==> src/rtl/dac_sample_pacer.sv <==
// Sample pacer for the MCP4921 DAC driver: buffers producer samples in a FIFO and
// releases one per RATE_DIV clocks as an o_data word plus a TRIG_LEN-cycle o_trig pulse.
module dac_sample_pacer #(
    parameter int unsigned DATA_W   = 12,
    parameter int unsigned FIFO_AW  = 4,
    parameter int unsigned RATE_DIV = 1000,
    parameter int unsigned TRIG_LEN = 2
) (
    input  logic                 CLK,
    input  logic                 RSTn,
    input  logic [DATA_W-1:0]    i_data,
    input  logic                 i_valid,
    output logic                 o_ready,
    input  logic                 i_enable,
    input  logic                 i_clr_underrun,
    output logic [DATA_W-1:0]    o_data,
    output logic                 o_trig,
    output logic [FIFO_AW:0]     o_level,
    output logic                 o_empty,
    output logic                 o_full,
    output logic                 o_underrun
);

    localparam int unsigned DEPTH = 2 ** FIFO_AW;
    localparam int unsigned CNT_W = (RATE_DIV > 1) ? $clog2(RATE_DIV) : 1;
    localparam int unsigned TCW   = $clog2(TRIG_LEN + 1);

    typedef enum logic [0:0] {S_WAIT, S_TRIG} state_e;

    logic [DATA_W-1:0]  mem_q [DEPTH];
    logic [FIFO_AW-1:0] wr_ptr_q, wr_ptr_d, rd_ptr_q, rd_ptr_d;
    logic [FIFO_AW:0]   level_q, level_d;
    logic [CNT_W-1:0]   cnt_q, cnt_d;
    logic               underrun_q, underrun_d;

    state_e             state_q;
    logic [TCW-1:0]     trig_cnt_q;
    logic [DATA_W-1:0]  data_q;
    logic               trig_q;

    logic full, empty, push, pop, tick, starve;

    assign full    = (level_q == (FIFO_AW + 1)'(DEPTH));
    assign empty   = (level_q == '0);
    assign push    = i_valid && !full;
    assign tick    = i_enable && (cnt_q == CNT_W'(RATE_DIV - 1));
    // Level is the registered value, so a write landing on the tick cycle cannot be popped.
    assign pop     = (state_q == S_WAIT) && tick && !empty;
    assign starve  = (state_q == S_WAIT) && tick && empty;

    always_comb begin
        wr_ptr_d = push ? wr_ptr_q + 1'b1 : wr_ptr_q;
        rd_ptr_d = pop ? rd_ptr_q + 1'b1 : rd_ptr_q;
        level_d  = level_q;
        unique case ({push, pop})
            2'b10:   level_d = level_q + 1'b1;
            2'b01:   level_d = level_q - 1'b1;
            default: level_d = level_q;
        endcase

        if (!i_enable || tick) cnt_d = '0;
        else                   cnt_d = cnt_q + 1'b1;

        if (starve)              underrun_d = 1'b1;
        else if (i_clr_underrun) underrun_d = 1'b0;
        else                     underrun_d = underrun_q;
    end

    always_ff @(posedge CLK) begin
        if (push) mem_q[wr_ptr_q] <= i_data;
    end

    always_ff @(posedge CLK or negedge RSTn) begin
        if (!RSTn) begin
            wr_ptr_q   <= '0;
            rd_ptr_q   <= '0;
            level_q    <= '0;
            cnt_q      <= '0;
            underrun_q <= 1'b0;
        end else begin
            wr_ptr_q   <= wr_ptr_d;
            rd_ptr_q   <= rd_ptr_d;
            level_q    <= level_d;
            cnt_q      <= cnt_d;
            underrun_q <= underrun_d;
        end
    end

    always_ff @(posedge CLK or negedge RSTn) begin
        if (!RSTn) begin
            state_q    <= S_WAIT;
            trig_cnt_q <= '0;
            data_q     <= '0;
            trig_q     <= 1'b0;
        end else begin
            case (state_q)
                S_WAIT: begin
                    if (pop) begin
                        data_q     <= mem_q[rd_ptr_q];
                        trig_cnt_q <= TCW'(TRIG_LEN);
                        trig_q     <= 1'b1;
                        state_q    <= S_TRIG;
                    end
                end
                S_TRIG: begin
                    // Runs to completion regardless of i_enable.
                    if (trig_cnt_q <= TCW'(1)) begin
                        trig_cnt_q <= '0;
                        trig_q     <= 1'b0;
                        state_q    <= S_WAIT;
                    end else begin
                        trig_cnt_q <= trig_cnt_q - 1'b1;
                    end
                end
                default: begin
                    trig_q  <= 1'b0;
                    state_q <= S_WAIT;
                end
            endcase
        end
    end

    assign o_ready    = !full;
    assign o_data     = data_q;
    assign o_trig     = trig_q;
    assign o_level    = level_q;
    assign o_empty    = empty;
    assign o_full     = full;
    assign o_underrun = underrun_q;

endmodule

==> config.mk <==
export PLATFORM = sky130hd
export DESIGN_NAME = dac_sample_pacer
export DESIGN_NICKNAME = d
export VERILOG_FILES = /design/src/rtl/dac_sample_pacer.sv
export SDC_FILE = /design/constraint.sdc
export NUM_CORES = 1
export LEC_CHECK = 0
export ABC_AREA = 0
export CORE_MARGIN = 2
export CORE_UTILIZATION = 60
export CTS_BUF_LIST = sky130_fd_sc_hd__clkbuf_4 sky130_fd_sc_hd__clkbuf_8
export CTS_CLUSTER_DIAMETER = 200
export DETAILED_ROUTE_END_ITERATION = 16
export PLACE_DENSITY = 0.83
export REMOVE_ABC_BUFFERS = 1
export SLEW_MARGIN = 15
export SYNTH_ARGS = -nofsm -noshare
export SYNTH_HDL_FRONTEND = slang
export SYNTH_SLANG_ARGS = --single-unit
==> constraint.sdc <==
create_clock -name CLK -period 7.35 [get_ports CLK]
set_input_delay 1.1025 -clock CLK [delete_from_list [all_inputs] [get_ports CLK]]
set_output_delay 1.1025 -clock CLK [all_outputs]
set_load 0.02 [all_outputs]
### Yosys cells after proc, flatten, opt, wreduce, memory -nomap -nowiden

Memory sizes are Yosys's and may differ from the RTL's. A register that Yosys moved wholly into a read port is not among the register bits.
Cells that the tools add are included.

| operators by class | value |
|---|---|
| mux-type cells | 15 |
| eq/ne operators | 6 |
| bitwise operators | 1 |
| add/sub/neg operators | 6 |
| magnitude comparators | 1 |
| reduce and logical (&&, ||, !) cells | 15 |

Operators by type and width:

| operator | count |
|---|---|
| $add 10x1->10 const B | 1 |
| $eq 10x10->1 const B | 1 |
| $mux 10 | 1 |
| $pmux 5 s2 | 1 |
| $add 4x1->4 const B | 2 |
| $mux 1 | 8 |
| $add 5x1->5 const B | 1 |
| $eq 5x5->1 const B | 1 |
| $logic_and 1x1->1 | 5 |
| $logic_not 5->1 | 1 |
| $sub 5x1->5 const B | 1 |
| $logic_not 1->1 | 4 |
| $mux 2 | 2 |
| $pmux 1 s2 | 2 |
| $pmux 2 s2 | 1 |
| $reduce_and 2->1 | 2 |
| $reduce_bool 2->1 | 2 |
| $eq 2x1->1 const B | 1 |
| $eq 2x2->1 const B | 1 |
| $le 2x1->1 const B | 1 |
| $ne 2x1->1 const B | 1 |
| $ne 2x2->1 const B | 1 |
| $sub 2x1->2 const B | 1 |
| $logic_or 1x1->1 | 1 |
| $not 1->1 | 1 |

| storage, ports and cells | value |
|---|---|
| memory bits (writable) | 192 |
| flip-flop bits (word level) | 28 |
| input port bits | 17 |
| output and inout bits | 22 |
| memories kept | 1 |
| word-level logic and storage cells | 53 |

Memories:

| name | depth | bits a word | rd ports | clocked after Yosys merged registers in | wr ports | line | source |
|---|---|---|---|---|---|---|---|
| mem_q | 16 | 12 | 1 | 1 | 1 | 30 | `logic [DATA_W-1:0] mem_q [DEPTH];` |

### Logic depth before layout (Yosys ltp)

| depth | value |
|---|---|
| depth in word-level cells | 6 |
| depth in mapped cells | 13 |
| depth with buffers taken out | 12 |

### Worst setup path before layout

Ideal clock, no wire load.

| path | value |
|---|---|
| path kind | input to register |
| start | input port i_valid |
| end | register level_q[4] (netlist: o_level[4]) |
| slack | 4.193 ns |
| required time | 7.220 ns |
| path buffers | 1 |
| cell stages on the path | 10 |
| data arrival time | 3.027 ns |
| library setup time | 0.130 ns |
| path through | and2_1 clkbuf_1 inv_1 ha_1 ha_1 nor2b_1 o21ai_0 a21oi_1 or3b_2 xnor2_1 |

| between the ends | value |
|---|---|
| cells in the longest elaborated chain, start to end | 3 |
| elaborated cells between the ends (all ways) | 5 |
| those cells by class | 2 x eq/ne; 1 x mux; 2 x reduce/logical |

Ends and longest elaborated chain:

| item | line | source |
|---|---|---|
| start: declaration | 12 | `input logic i_valid,` |
| $logic_and 1x1->1 (*) | 45 | `assign push = i_valid && !full;` |
| $eq 2x1->1 / $eq 2x2->1 (equally long branches) | 55 | `unique case ({push, pop})` |
| $pmux 5 s2 / $reduce_bool 2->1 (equally long branches) | -- |  |
| end signal: assignment | 83 | `level_q <= level_d;` |
| end: declaration | 32 | `logic [FIFO_AW:0] level_q, level_d;` |

Every way passes the cells marked *; elsewhere a longest branch is shown, timed or not.
A chain may end at the register's enable or synchronous reset.

### Final worst setup path

| path | value |
|---|---|
| start | input port i_enable |
| end | register level_q[4] (netlist: o_level[4]) |

| between the ends | value |
|---|---|
| cells in the longest elaborated chain, start to end | 5 |
| elaborated cells between the ends (all ways) | 7 |
| those cells by class | 2 x eq/ne; 1 x mux; 4 x reduce/logical |

Ends and longest elaborated chain:

| item | line | source |
|---|---|---|
| start: declaration | 14 | `input logic i_enable,` |
| $logic_and 1x1->1 (*) | 46 | `assign tick = i_enable && (cnt_q == CNT_W'(RATE_DIV - 1));` |
| $logic_and 1x1->1 (*) (2 in a row) | 48 | `assign pop = (state_q == S_WAIT) && tick && !empty;` |
| named net pop | 41 | `logic full, empty, push, pop, tick, starve;` |
| $eq 2x1->1 / $eq 2x2->1 (equally long branches) | 55 |  |
| $pmux 5 s2 / $reduce_bool 2->1 (equally long branches) | -- |  |

The timed path passes the listed nets; every way through them passes the cells marked *.

==> qor.txt <==
outcome: complete, no violations
Placement Cell Area: 9790 um2
Max Clock Freq: 280 MHz
average size of a mapped cell: 19.4 um2
Netlist Area Pre-Place: 9170 um2
EDFF count, synth: 192
Synth area leaders: edfxtp_1, mux4_2, dfrtp_1
Least-Margin Pin Slew: 1110 ps
first-pass GRT wire length: 27500 um
row count: 45
hold_buf cts: 0
Peak VDD IR: 0.000147 V
Pleak: 3.63 nW
Initial DRC Count: 453
Final Critical Period: 3580 ps
setup violators final: 0
Slew headroom: 25.5%
Main synth FF type: edfxtp_1
Finished Cell Area: 10600 um2
CTS tree: built
crit path launch type: primary input
Final HPWL DP: 10400 um
total grt overflow: 0
final setup TNS: 0 ps
Initial Utilization: 60.8%
CP Data Required Time: 7750 ps
core box area: 15100 um2
fin crit share: 48.7%
most common cell after layout, fill and taps aside: edfxtp_1
Power per Cell Area: 290 nW/um2
Ports: 39
number of nets in the layout: 570
MaxCap Viol Count: 0
RSZ-0062 raised after global routing: no
hold crit path type: flop to flop
Final GP Congestion: 0.814
vias in the first global route: 4868
Max Slew Vio Count: 0
antenna viol nets, final: 0
Worst-path clk slew: 60 ps
PortBufs: 38
synth warn: 0
CP Capture Type: flop
CP Data Arrival Time: 3980 ps
TritonCTS buffer count: 36
Die ar.: 16300 um2
WL per Instance: 23.5 um
CTS HTree Levels: 2
cell taking the most area after synthesis: edfxtp_1
Die W: 128 um
Vias per Instance: 6.08
antenna violations before repair: 0
pin count of the biggest net entering global routing: 51
DR pass1 iterations: 5
DRC viols: 0
fraction of layout cells with a size suffix above 1: 25.1%
Worst-Skew Late Latency: 530 ps
sequential-to-total area share from yosys stat: 73.8%
Synth Register Bits: 232
top cell type's share of synthesized area: 62.8%
synth unique cells: 35
Clock Tree Root: clkbuf_8
Setup CP Type: primary input to flop
leading cell types in the layout, fill and taps excluded: edfxtp_1, mux4_2, clkbuf_8, dfrtp_1, clkdlybuf4s50_1
Async SR Flop Fraction: 17.2%
Post-CTS Resized: 0
Post-CTS Repair Setup Buffers: 0
routed wire length: 17800 um
clock tree buffer depth: 3
clock sinks: 232
Final Hold Viols: 0
total power: 0.00306 W
ANT cells: 0
Worst Path Max Fanout: 5
chip height: 128 um
via count: 4606
global-route total usage across every layer: 23.1%
Syn Inst Count: 473
Layout area overhead: 15.0%
skew final: 26.8 ps
[power breakdown]
group	internal (W)	switching [W]	total, W
combinational	0.000127	0.000202	0.000329
sequential	0.00156	0.0000657	0.00163
clock	0.000632	0.000474	0.00111
[registers in the layout, summed over array words and instances (netlist names)]
signal      flops
mem_q         192
o_data         12
cnt_q          10
o_level         5
rd_ptr_q        4
wr_ptr_q        4
trig_cnt_q      2
o_trig          1
o_underrun      1
state_q         1
[per-layer routing]
| layer | vias to the layer above | share of wire [%] | global-route usage [%] |
|---|---|---|---|
| li1 | 2025 | - | - |
| met1 | 2372 | 40 | 31.2 |
| met2 | 177 | 51 | 37.7 |
| met3 | 32 | 7.0 | 5.34 |
| met4 | 0 | 2.0 | 8.14 |
| met5 | - | 0 | 0 |
[worst max-delay path, stage by stage]
cell,delay [ps]
clkdlybuf4s50_1,540
nor2b_1,180
nor3b_1,350
ha_1,340
inv_1,110
fa_1,410
nor2b_1,140
o21ai_0,120
nand3_1,100
or3b_2,450
xnor2_1,140
[final timing paths]
path	start	endpoint	slack [ps]	cells past startpoint
worst max-delay path	i_enable	o_level[4]$_DFFE_PN0P_	3770	11
worst max register to register	o_level[0]$_DFFE_PN0P_	o_level[4]$_DFFE_PN0P_	4090	12
worst min register to register	cnt_q[0]$_DFF_PN0_	cnt_q[0]$_DFF_PN0_	460	1
min in group asynchronous	RSTn	cnt_q[3]$_DFF_PN0_	720	1
worst min-delay path	cnt_q[0]$_DFF_PN0_	cnt_q[0]$_DFF_PN0_	460	1
max in group asynchronous	RSTn	rd_ptr_q[1]$_DFFE_PN0P_	6000	1
[stage by stage]
step | cells | worst slack [ps] | hold WS (ps) | util [%]
after floorplan | 452 | 3990 | 425 | -
after global placement | 692 | 3460 | 445 | 64.9
after detailed placement | 692 | 3320 | 449 | 64.9
after CTS | 758 | 3840 | 457 | 69.9
after global routing | 758 | 3650 | 470 | 69.9
final | 758 | 3770 | 458 | 69.9
[area by class of cell]
class                   count  area [um2]
multi-input cells         209        2270
repair buffers             52         480
fillers                   901        4540
inverters                  11        41.3
clock buffers              53         642
clock inverters            13         109
flip-flops and latches    232        6770
well taps                 188         235
[cells by family after synthesis]
logic type	synth area share, %
buf+inv	1.79
xor+xnor	1.72
fa+ha+maj	1.58
flops	73.8
simple gates	4.34
compound gates	1.94
mux	14.9
[synthesized netlist by cell type, drive strengths merged (2+ instances only)]
cell	instances
nand3	7
buf	16
xnor2	12
nand2b	3
a221o	12
mux2	13
nand2	17
edfxtp	192
xor2	6
nor2	33
and3	5
clkbuf	5
and2	2
mux4	48
nor2b	3
mux2i	13
nand4	3
inv	11
a21oi	2
nor3	4
ha	10
dfrtp	40
and4	2
o21ai	8
No activity file was read; power rests on OpenSTA's default activity.
